--- src/rtl/fifo_rd_arbiter_pkg.sv ---
// fifo_param_pkg
//   Shared types and default sizing for the FIFO read-port arbiter.
//   arb_state_t : arbiter FSM states.
//   tag_t       : one tag-pipeline entry that follows an issued read
//                 until its data returns.
//   *_DEF       : default parameter values used by the arbiter.
package fifo_param_pkg;

    localparam int NREQ_DEF      = 4;
    localparam int DATA_W_DEF    = 32;
    localparam int RD_LAT_DEF    = 2;
    localparam int MAX_BURST_DEF = 4;

    // Wide enough for the largest supported requester count (8).
    localparam int TAG_IDX_W = 3;

    typedef enum logic {
        IDLE  = 1'b0,
        BURST = 1'b1
    } arb_state_t;

    typedef struct packed {
        logic                 valid;
        logic [TAG_IDX_W-1:0] idx;
    } tag_t;

endpackage

--- src/rtl/fifo_rd_arbiter_if.sv ---
// fifo_rd_arbiter_if
//   Groups the requester-side and FIFO-side signals of the read arbiter.
//   master : arbiter view (drives gnt, fifo_rd_en, rvalid, rdata, rerr, busy)
//   slave  : client/FIFO view (drives req, fifo_empty, fifo_rd_data, fifo_rd_err)
interface fifo_rd_arbiter_if #(
    parameter int NREQ   = 4,
    parameter int DATA_W = 32
);
    logic [NREQ-1:0]   req;
    logic [NREQ-1:0]   gnt;
    logic              fifo_rd_en;
    logic              fifo_empty;
    logic [DATA_W-1:0] fifo_rd_data;
    logic              fifo_rd_err;
    logic [NREQ-1:0]   rvalid;
    logic [DATA_W-1:0] rdata;
    logic [NREQ-1:0]   rerr;
    logic              busy;

    modport master (
        input  req, fifo_empty, fifo_rd_data, fifo_rd_err,
        output gnt, fifo_rd_en, rvalid, rdata, rerr, busy
    );

    modport slave (
        output req, fifo_empty, fifo_rd_data, fifo_rd_err,
        input  gnt, fifo_rd_en, rvalid, rdata, rerr, busy
    );
endinterface

--- src/rtl/fifo_rd_arbiter_rr_pick.sv ---
// rr_pick
//   Combinational round-robin picker: returns the first set request at or
//   after ptr, searching cyclically.
//   req : request vector        ptr : search start index
//   gnt : one-hot winner        idx : winner index      any : a winner exists
module rr_pick #(
    parameter  int NREQ = 4,
    localparam int IW   = (NREQ > 1) ? $clog2(NREQ) : 1
) (
    input  logic [NREQ-1:0] req,
    input  logic [IW-1:0]   ptr,
    output logic [NREQ-1:0] gnt,
    output logic [IW-1:0]   idx,
    output logic            any
);
    int            j;
    logic [IW-1:0] jj;

    always_comb begin
        gnt = '0;
        idx = '0;
        any = 1'b0;
        j   = 0;
        jj  = '0;
        for (int i = 0; i < NREQ; i++) begin
            j = int'(ptr) + i;
            if (j >= NREQ) begin
                j = j - NREQ;
            end
            jj = IW'(j);
            if (!any && req[jj]) begin
                any     = 1'b1;
                gnt[jj] = 1'b1;
                idx     = jj;
            end
        end
    end
endmodule

--- src/rtl/fifo_rd_arbiter.sv ---
// fifo_rd_arbiter
//   Round-robin arbiter sharing one FIFO read port among NREQ requesters,
//   with bounded bursts per grant and tagged return steering.
//   CLK, RST  : clock, synchronous active-high reset
//   bus       : fifo_rd_arbiter_if.master (req/gnt, FIFO strobe/data/err,
//               rvalid/rdata/rerr returns, busy)
//   Optional (macro FIFO_RD_ARB_STATS_EN):
//   stats_clr : clears the grant counters
//   gnt_cnt   : NREQ x 16-bit saturating grant counters, requester i in
//               bits [16*i +: 16]
//
//   state | meaning
//   IDLE  | no owner; arbitrate among requesters each cycle
//   BURST | owner holds the port until req drops, FIFO empties or
//         | MAX_BURST reads are issued, then re-arbitrates same cycle
module fifo_rd_arbiter
    import fifo_param_pkg::*;
#(
    parameter int NREQ      = NREQ_DEF,
    parameter int DATA_W    = DATA_W_DEF,
    parameter int RD_LAT    = RD_LAT_DEF,
    parameter int MAX_BURST = MAX_BURST_DEF
) (
    input logic CLK,
    input logic RST,
    fifo_rd_arbiter_if.master bus
`ifdef FIFO_RD_ARB_STATS_EN
    ,
    input  logic               stats_clr,
    output logic [NREQ*16-1:0] gnt_cnt
`endif
);
    localparam int IW = (NREQ > 1) ? $clog2(NREQ) : 1;
    localparam int BW = $clog2(MAX_BURST + 1);

    arb_state_t      state, state_nxt;
    logic [IW-1:0]   owner, owner_nxt;
    logic [IW-1:0]   ptr, ptr_nxt, pick_ptr, pick_idx, gnt_idx;
    logic [BW-1:0]   burst_cnt, burst_nxt;
    logic [NREQ-1:0] pick_gnt, gnt, ret_sel;
    logic            pick_any, keep, in_flight;
    tag_t            pipe [RD_LAT];

    rr_pick #(.NREQ(NREQ)) u_pick (
        .req (bus.req),
        .ptr (pick_ptr),
        .gnt (pick_gnt),
        .idx (pick_idx),
        .any (pick_any)
    );

    always_comb begin
        state_nxt = state;
        owner_nxt = owner;
        ptr_nxt   = ptr;
        burst_nxt = burst_cnt;
        gnt       = '0;
        gnt_idx   = owner;
        keep      = (state == BURST) && bus.req[owner] && !bus.fifo_empty &&
                    (burst_cnt < BW'(MAX_BURST));
        // Leaving a burst hands priority to the requester after the owner.
        pick_ptr  = ptr;
        if (state == BURST) begin
            pick_ptr = (owner == IW'(NREQ - 1)) ? '0 : owner + 1'b1;
        end

        if (keep) begin
            gnt[owner] = 1'b1;
            burst_nxt  = burst_cnt + 1'b1;
        end else begin
            ptr_nxt = pick_ptr;
            if (pick_any && !bus.fifo_empty) begin
                gnt       = pick_gnt;
                gnt_idx   = pick_idx;
                owner_nxt = pick_idx;
                burst_nxt = BW'(1);
                state_nxt = BURST;
            end else begin
                burst_nxt = '0;
                state_nxt = IDLE;
            end
        end

        // No read may be issued while reset is being applied.
        if (RST) begin
            gnt = '0;
        end
    end

    assign bus.gnt        = gnt;
    assign bus.fifo_rd_en = |gnt;

    always_comb begin
        in_flight = |gnt;
        for (int k = 0; k < RD_LAT - 1; k++) begin
            in_flight = in_flight | pipe[k].valid;
        end
        ret_sel = '0;
        for (int i = 0; i < NREQ; i++) begin
            ret_sel[i] = pipe[RD_LAT-1].valid &&
                         (pipe[RD_LAT-1].idx == TAG_IDX_W'(i));
        end
    end

    always_ff @(posedge CLK) begin
        if (RST) begin
            state      <= IDLE;
            owner      <= '0;
            ptr        <= '0;
            burst_cnt  <= '0;
            for (int k = 0; k < RD_LAT; k++) begin
                pipe[k] <= '0;
            end
            bus.rvalid <= '0;
            bus.rerr   <= '0;
            bus.rdata  <= '0;
            bus.busy   <= 1'b0;
        end else begin
            state     <= state_nxt;
            owner     <= owner_nxt;
            ptr       <= ptr_nxt;
            burst_cnt <= burst_nxt;
            pipe[0]   <= '{valid: |gnt, idx: TAG_IDX_W'(gnt_idx)};
            for (int k = 1; k < RD_LAT; k++) begin
                pipe[k] <= pipe[k-1];
            end
            bus.rvalid <= bus.fifo_rd_err ? '0 : ret_sel;
            bus.rerr   <= bus.fifo_rd_err ? ret_sel : '0;
            if (pipe[RD_LAT-1].valid) begin
                bus.rdata <= bus.fifo_rd_data;
            end
            bus.busy <= in_flight || (state_nxt == BURST);
        end
    end

`ifdef FIFO_RD_ARB_STATS_EN
    always_ff @(posedge CLK) begin
        if (RST || stats_clr) begin
            gnt_cnt <= '0;
        end else begin
            for (int i = 0; i < NREQ; i++) begin
                if (gnt[i] && (gnt_cnt[i*16 +: 16] != 16'hFFFF)) begin
                    gnt_cnt[i*16 +: 16] <= gnt_cnt[i*16 +: 16] + 16'd1;
                end
            end
        end
    end
`endif

endmodule

--- src/flat_wrapper.sv ---
// flat-port wrapper written by rule: the top's interface ports become plain ports
module fifo_rd_arbiter_flat import fifo_param_pkg::*;
#(
    parameter int NREQ      = NREQ_DEF,
    parameter int DATA_W    = DATA_W_DEF,
    parameter int RD_LAT    = RD_LAT_DEF,
    parameter int MAX_BURST = MAX_BURST_DEF
)
  (CLK, RST, bus_req, bus_fifo_empty, bus_fifo_rd_data, bus_fifo_rd_err, bus_gnt, bus_fifo_rd_en, bus_rvalid, bus_rdata, bus_rerr, bus_busy);
  fifo_rd_arbiter_if #(.NREQ(NREQ), .DATA_W(DATA_W)) bus_i ();
  input logic CLK;
  input logic RST;
  input wire logic [$bits(bus_i.req)-1:0] bus_req;
  input wire logic [$bits(bus_i.fifo_empty)-1:0] bus_fifo_empty;
  input wire logic [$bits(bus_i.fifo_rd_data)-1:0] bus_fifo_rd_data;
  input wire logic [$bits(bus_i.fifo_rd_err)-1:0] bus_fifo_rd_err;
  output wire logic [$bits(bus_i.gnt)-1:0] bus_gnt;
  output wire logic [$bits(bus_i.fifo_rd_en)-1:0] bus_fifo_rd_en;
  output wire logic [$bits(bus_i.rvalid)-1:0] bus_rvalid;
  output wire logic [$bits(bus_i.rdata)-1:0] bus_rdata;
  output wire logic [$bits(bus_i.rerr)-1:0] bus_rerr;
  output wire logic [$bits(bus_i.busy)-1:0] bus_busy;
  assign bus_i.req = bus_req;
  assign bus_i.fifo_empty = bus_fifo_empty;
  assign bus_i.fifo_rd_data = bus_fifo_rd_data;
  assign bus_i.fifo_rd_err = bus_fifo_rd_err;
  assign bus_gnt = bus_i.gnt;
  assign bus_fifo_rd_en = bus_i.fifo_rd_en;
  assign bus_rvalid = bus_i.rvalid;
  assign bus_rdata = bus_i.rdata;
  assign bus_rerr = bus_i.rerr;
  assign bus_busy = bus_i.busy;
  fifo_rd_arbiter #(.NREQ(NREQ), .DATA_W(DATA_W), .RD_LAT(RD_LAT), .MAX_BURST(MAX_BURST)) u_core (.CLK(CLK), .RST(RST), .bus(bus_i));
endmodule
--- config.mk ---
export PLATFORM = sky130hd
export DESIGN_NAME = fifo_rd_arbiter_flat
export DESIGN_NICKNAME = d
export VERILOG_FILES = /design/src/rtl/fifo_rd_arbiter_pkg.sv /design/src/rtl/fifo_rd_arbiter_if.sv /design/src/rtl/fifo_rd_arbiter_rr_pick.sv /design/src/rtl/fifo_rd_arbiter.sv /design/src/flat_wrapper.sv
export SDC_FILE = /design/constraint.sdc
export NUM_CORES = 1
export LEC_CHECK = 0
export CORE_ASPECT_RATIO = 1.25
export CORE_MARGIN = 1.5
export CORE_UTILIZATION = 30
export CTS_CLUSTER_DIAMETER = 100
export DETAILED_ROUTE_END_ITERATION = 6
export GPL_TIMING_DRIVEN = 1
export PLACE_DENSITY = 0.6
export SLEW_MARGIN = 25
export SYNTH_ARGS = -nofsm -noshare
export SYNTH_HDL_FRONTEND = slang
export SYNTH_SLANG_ARGS = --single-unit
--- constraint.sdc ---
create_clock -name CLK -period 2.5 [get_ports CLK]
set_input_delay 0.5 -clock CLK [delete_from_list [all_inputs] [get_ports CLK]]
set_output_delay 0.5 -clock CLK [all_outputs]
set_load 0.005 [all_outputs]
-- After elaboration in Yosys (flattened, before gate mapping)
Memories as Yosys holds them, arrays and structs flattened.
Cells that the tools add are included.
- add/subtract/negate cells: 9
- magnitude comparators: 15
- equality and inequality tests: 4
- mux-type cells: 52
- bitwise logic cells: 7
- reductions and logical operators: 25
- operators by type and width (kind ; count):
    two-way mux 4 bit ; 9
    two-way mux 2 bit ; 12
    two-way mux 1 bit ; 20
    logical AND 1 bit ; 16
    < comparator 2 x 3 -> 1 bit, second input constant ; 5
    OR 4 bit ; 3
    binary-select mux 1 bit (select 2 bit) ; 5
    demux 1 bit (select 2 bit) ; 5
    greater-or-equal comparator 2 x 1 -> 1 bit, second input constant ; 5
    greater-or-equal comparator 3 bit, second input constant ; 3
    subtractor 2 x 1 -> 2 bit, second input constant ; 4
    adder 2 x 2 -> 3 bit, second input constant ; 2
    equality test 3 x 2 -> 1 bit, second input constant ; 2
    zero test 1 bit ; 4
    OR reduction 2 bit ; 2
    OR reduction 4 bit ; 1
    adder 2 x 1 -> 3 bit, second input constant ; 1
    adder 3 x 1 -> 3 bit, second input constant ; 1
    equality test 3 x 1 -> 1 bit, second input constant ; 1
    greater-or-equal comparator 2 x 3 -> 1 bit, second input constant ; 1
    zero test 3 bit ; 1
    < comparator 3 bit, second input constant ; 1
    two-way mux 3 bit ; 1
    OR 1 bit ; 3
    other kinds (4) ; 4
- register bits: 49
- RAM bits: 8
- bits of input ports: 40
- output and inout bits: 46
- memories kept: 1
- memories (memory ; depth ; bits a word ; read ports ; clocked after Yosys merged registers in ; wr ports ; RTL line ; RTL):
    u_core.pipe ; 2 ; 4 ; 2 ; 0 ; 2 ; fifo_rd_arbiter.sv:42 ; tag_t pipe [RD_LAT];

-- Longest topological paths before layout
- word-level depth: 24
- mapped depth: 7
- depth with buffers taken out: 7

-- Hierarchy
From an unflattened synthesis, not the netlist that was laid out.
- cell total of the unflattened synthesis: 246
- area total of the unflattened synthesis: 2499.9 µm²
- by module, submodules not included (module ; instances ; cells each ; area an instance (µm²) ; seq. area each (µm²)):
    fifo_rd_arbiter ; 1 ; 201 ; 2080.7 ; 1061.0
    rr_pick ; 1 ; 45 ; 419.2 ; 0.0

-- Worst setup path before layout
Ideal clock, no wire load.
- path type: register -> output
- from: register u_core.owner[0]
- to: output port bus_fifo_rd_en
- data arrival time: 2012 ps
- required time: 2000 ps
- slack: -12 ps
- stages on the path, launching flop included: 8
- path through: dfxtp_1 inv_1 ha_1 or4b_2 nand3_1 nand4_1 a21oi_1 a2111o_1
- longest elaborated chain between the ends: 22
- elaborated cells on any way between the ends: 79
- those cells by class: add/sub (8); order compare (14); eq/ne (1); mux (37); bitwise (3); reduce/logical (16)
- ends and longest elaborated chain (what ; RTL line ; RTL):
    start, declared ; fifo_rd_arbiter.sv:37 ; logic [IW-1:0] owner, owner_nxt;
    start signal, assigned ; fifo_rd_arbiter.sv:120 ; owner <= owner_nxt;
    parallel branches: the longest is 19 deep, another holds adder 2 x 1 -> 3 bit ; n/a ;
    two-way mux 4 bit (*) ; fifo_rd_arbiter.sv:67 ; if (keep) begin
    two-way mux 4 bit (*) ; fifo_rd_arbiter.sv:85 ; if (RST) begin
    named net bus_gnt[1] ; flat_wrapper.sv:17 ; output wire logic [$bits(bus_i.gnt)-1:0] bus_gnt;
    OR reduction 4 bit (*) ; fifo_rd_arbiter.sv:91 ; assign bus.fifo_rd_en = |gnt;
    end, declared ; flat_wrapper.sv:18 ; output wire logic [$bits(bus_i.fifo_rd_en)-1:0] bus_fifo_rd_en;
Mark *: on every way through the listed nets, which the timed path passes. The select of a mux whose other input is x is not followed.

-- Final worst setup path
- from: register u_core.owner[0]
- to: output port bus_fifo_rd_en
- longest elaborated chain between the ends: 22
- elaborated cells on any way between the ends: 79
- those cells by class: add/sub (8); order compare (14); eq/ne (1); mux (37); bitwise (3); reduce/logical (16)
- ends and longest elaborated chain (what ; RTL line):
    parallel branches: the longest is 19 deep, another holds adder 2 x 1 -> 3 bit ; n/a
    two-way mux 4 bit (*) ; fifo_rd_arbiter.sv:67
    two-way mux 4 bit (*) ; fifo_rd_arbiter.sv:85
    OR reduction 4 bit (*) ; fifo_rd_arbiter.sv:91
Mark *: on every way between the ends. The select of a mux whose other input is x is not followed.

==> impl_metrics.yaml <==
sta:
  final-max-slew-violation-count: 0
  fmax_mhz: 368
  hold_viol: 0
  period_minus_slack_ns: 2.72
  worst_pin_slew_ns: 0.483
  slew_headroom_pct: 67.8
  grt_setup_unrepaired: "true"
  timing.clock.skew_ns: 0.00500
  final-setup-viol-count: 5
  holdWs_ns: 0.474
  period_share_pct: 109
  setup_ws_ns: -0.215
drt:
  post_drt_wl_per_cell_um: 12.3
  drtAntennaViolNets: 0
  route.detailed.drc: 0
  vias: 1931
  wirelength_mm: 5.22
  firstDrtPassIters: 4
  drt_iter0_drc: 44
  via_per_inst: 4.53
logic_synthesis:
  synth.distinct_cells: 40
  syn_nets: 260
  synth-warning-count: 0
  synth_top_area_share_pct: 49.8
  synth-seq-cells: 53
  ys_seq_area_share_pct: 49.8
  syn_avg_cell_area_um2: 9.91
  synth_area_um2: 2130
  synth_cells: 215
  synthTopCellsByArea: "dfxtp_1 50%, mux2i_1 16%, nor2_1 7.9%"
  synth_top_area_cell: "dfxtp_1"
final_layout:
  nNetsFinal: 380
  drive_gt1_share_pct: 23.2
  fillers: 660
  multi_input_area_um2: 1090
  finish.utilization_pct: 50.6
  finalInstanceArea_um2: 3510
  register_area_um2: 1070
  diodes: 0
  area_growth_pct: 64.7
setup_path:
  critPathCaptureType: "primary output"
  start_kind: "register"
  crit_cells: 8
  timing.rr.start: "u_core.pipe[0][1]"
  arrival_ns: 2.22
  reg2reg_to: "u_core.pipe[0][3]"
  cp.required_ns: 2.00
  critical_path_class: "reg -> out"
  reg2reg_depth: 9
  path_buf_inv: 3
  cp_cell_sequence: "buf_4 -> or3b_1 -> and2_4 -> buf_4 -> nand4_1 -> nand3_2 -> a2111o_1 -> buf_2"
  cpPeakStageDelay_ns: 0.40
  slowest_stage: "or3b_1"
  cp_common_cell: "buf_4"
  cpLargestDelayFamily: "simple AND/OR/NAND/NOR gates"
  worst-r2r-setup-slack_ns: 0.33
  crit_path_max_fanout: 4
die:
  core_area_um2: 6930
  die_area_um2: 7620
  dieWidth_um: 78.4
  start_util_pct: 30.7
  io-pin-count: 86
  fp.dieH_um: 97.2
  row_count: 34
clocking:
  cts_root_buf: "clkbuf_8"
  cts_tree: "yes"
  htreeDepth: 2
  clock_path_buffers: 2
  numCtsBuffers: 5
  clkLatencyLatePin_ns: 0.30
  clkSinkCount: 53
  path_clk_slew_ns: 0.10
outcome:
  violations: "setup timing"
  status: "finished with violations"
min_path:
  min_to: "u_core.burst_cnt[0]"
  holdCritPathClass: "reg -> reg"
  hold_path_startpoint: "u_core.burst_cnt[0]"
  hold_path_depth: 1
global_route:
  grt_start_max_net_pins: 30
  track_usage_pct: 13.8
  grt-ovfl-total: 0
  grt_pass1_wl_mm: 8.44
  antenna_found_initial: 0
  grt_pass1_vias: 1868
placement:
  portBuffers: 85
  place_ws_ns: -0.711
  dp_hpwl_mm: 3.85
  placed_area_um2: 3280
  gp_congestion: 0.827
job:
  maxCapViolations: 0
pwr:
  p_leak_nw: 1.38
  ir_drop_mv: 0.285
  power_density_nw_per_um2: 513
==> state kept, by name (all words and copies together), names as in the netlist, 2 cells and up <==
register	cells
u_core.burst_cnt	3
u_core.pipe	5
u_core.bus.rdata	32
u_core.bus.rerr	4
u_core.ptr	2
u_core.bus.rvalid	4
==> metal layers <==
metal,vias up,part of all wire [%],GRT usage (%)
met3,6,5.5,3.29
met4,0,0.94,4.53
met2,58,48,23.4
met1,883,45,17.0
li1,984,-,-
met5,-,0,0
==> power by group <==
part           total (mW)  switching, mW  internal (mW)
Sequential          0.913         0.0269          0.886
Combinational       0.385          0.149          0.236
Clock               0.501          0.297          0.204
Total                1.80          0.473           1.33
==> cell usage after synthesis <==
cell / instances
a2111o_1: 2
a211o_1: 2
a211oi_1: 7
a21boi_0: 1
a21o_1: 1
a21oi_1: 6
a41o_1: 1
and2_1: 1
and2_2: 1
and2_4: 1
and3_1: 3
buf_1: 1
buf_6: 1
clkbuf_1: 8
clkinv_1: 1
dfxtp_1: 53
ha_1: 5
inv_1: 3
mux2_2: 1
mux2i_1: 33
mux4_2: 1
nand2_1: 6
nand2_2: 1
nand2b_1: 4
nand3_1: 5
nand3_2: 1
nand3b_1: 1
nand4_1: 3
nand4b_1: 1
nor2_1: 45
nor2b_1: 1
nor3_1: 2
nor3b_1: 2
o2111ai_1: 1
o21ai_0: 4
or2_2: 1
or2b_1: 1
or3b_1: 1
or3b_2: 1
or4b_2: 1
==> cell families (layout without fill, tap and decap cells) <==
logic type / count (synthesis) / after routing / share of synthesized area (%)
AND/OR/NAND/NOR: 83 / 83 / 19.1
multiplexers: 35 / 35 / 17.1
AO/OA/AOI/OAI: 25 / 25 / 8.28
adder cells (fa/ha/maj): 5 / 5 / 2.94
buffers and inverters: 14 / 135 / 2.82
flip-flops: 53 / 53 / 49.8
==> worst max-delay path by stage <==
stage	startpoint	end
floorplan	u_core.owner[0]	bus_fifo_rd_en
global placement	bus_req[3]	bus_fifo_rd_en
detailed placement	bus_req[3]	bus_fifo_rd_en
CTS	u_core.owner[0]	bus_fifo_rd_en
global route	u_core.owner[0]	bus_fifo_rd_en
finish	u_core.owner[0]	bus_fifo_rd_en
==> placed cells by master, fill, tap and decap left out, drive strengths merged, types with 3 or more instances in the layout <==
cell type / n
nand2b: 4
inv: 4
mux2i: 33
nand2: 7
and3: 3
dlygate4sd2: 4
o21ai: 4
a211oi: 7
nand4: 3
nor2: 45
ha: 5
clkdlybuf4s50: 75
a21oi: 6
and2: 3
nand3: 6
buf: 42
clkbuf: 7
dfxtp: 53
==> what timing repair did <==
item                       in CTS  in global routing
setup endpoints to repair       5                  5
resized for setup              44                  5
hold buffers                    0                  0
buffers inserted                4                  4
pin swaps                      10                  7
==> area by class of cell <==
type | instances | share of cell area (%)
Multi-Input combinational cell | 148 | 31.2
Clock inverter | 3 | 0.749
Sequential cell | 53 | 30.5
Clock buffer | 5 | 1.96
Tap cell | 90 | 3.21
Timing Repair Buffer | 123 | 32.0
Inverter | 4 | 0.428
==> stage by stage <==
step / TNS, ns / power (mW) / cells
floorplan: 0 / 1.08 / 215
global placement: -3.15 / 1.29 / 411
detailed placement: -3.26 / 1.29 / 411
finish: -0.604 / 1.80 / 426
CTS: -0.802 / 1.81 / 422
global route: -1.03 / 1.90 / 426
Power figures use the tool's default switching activity.
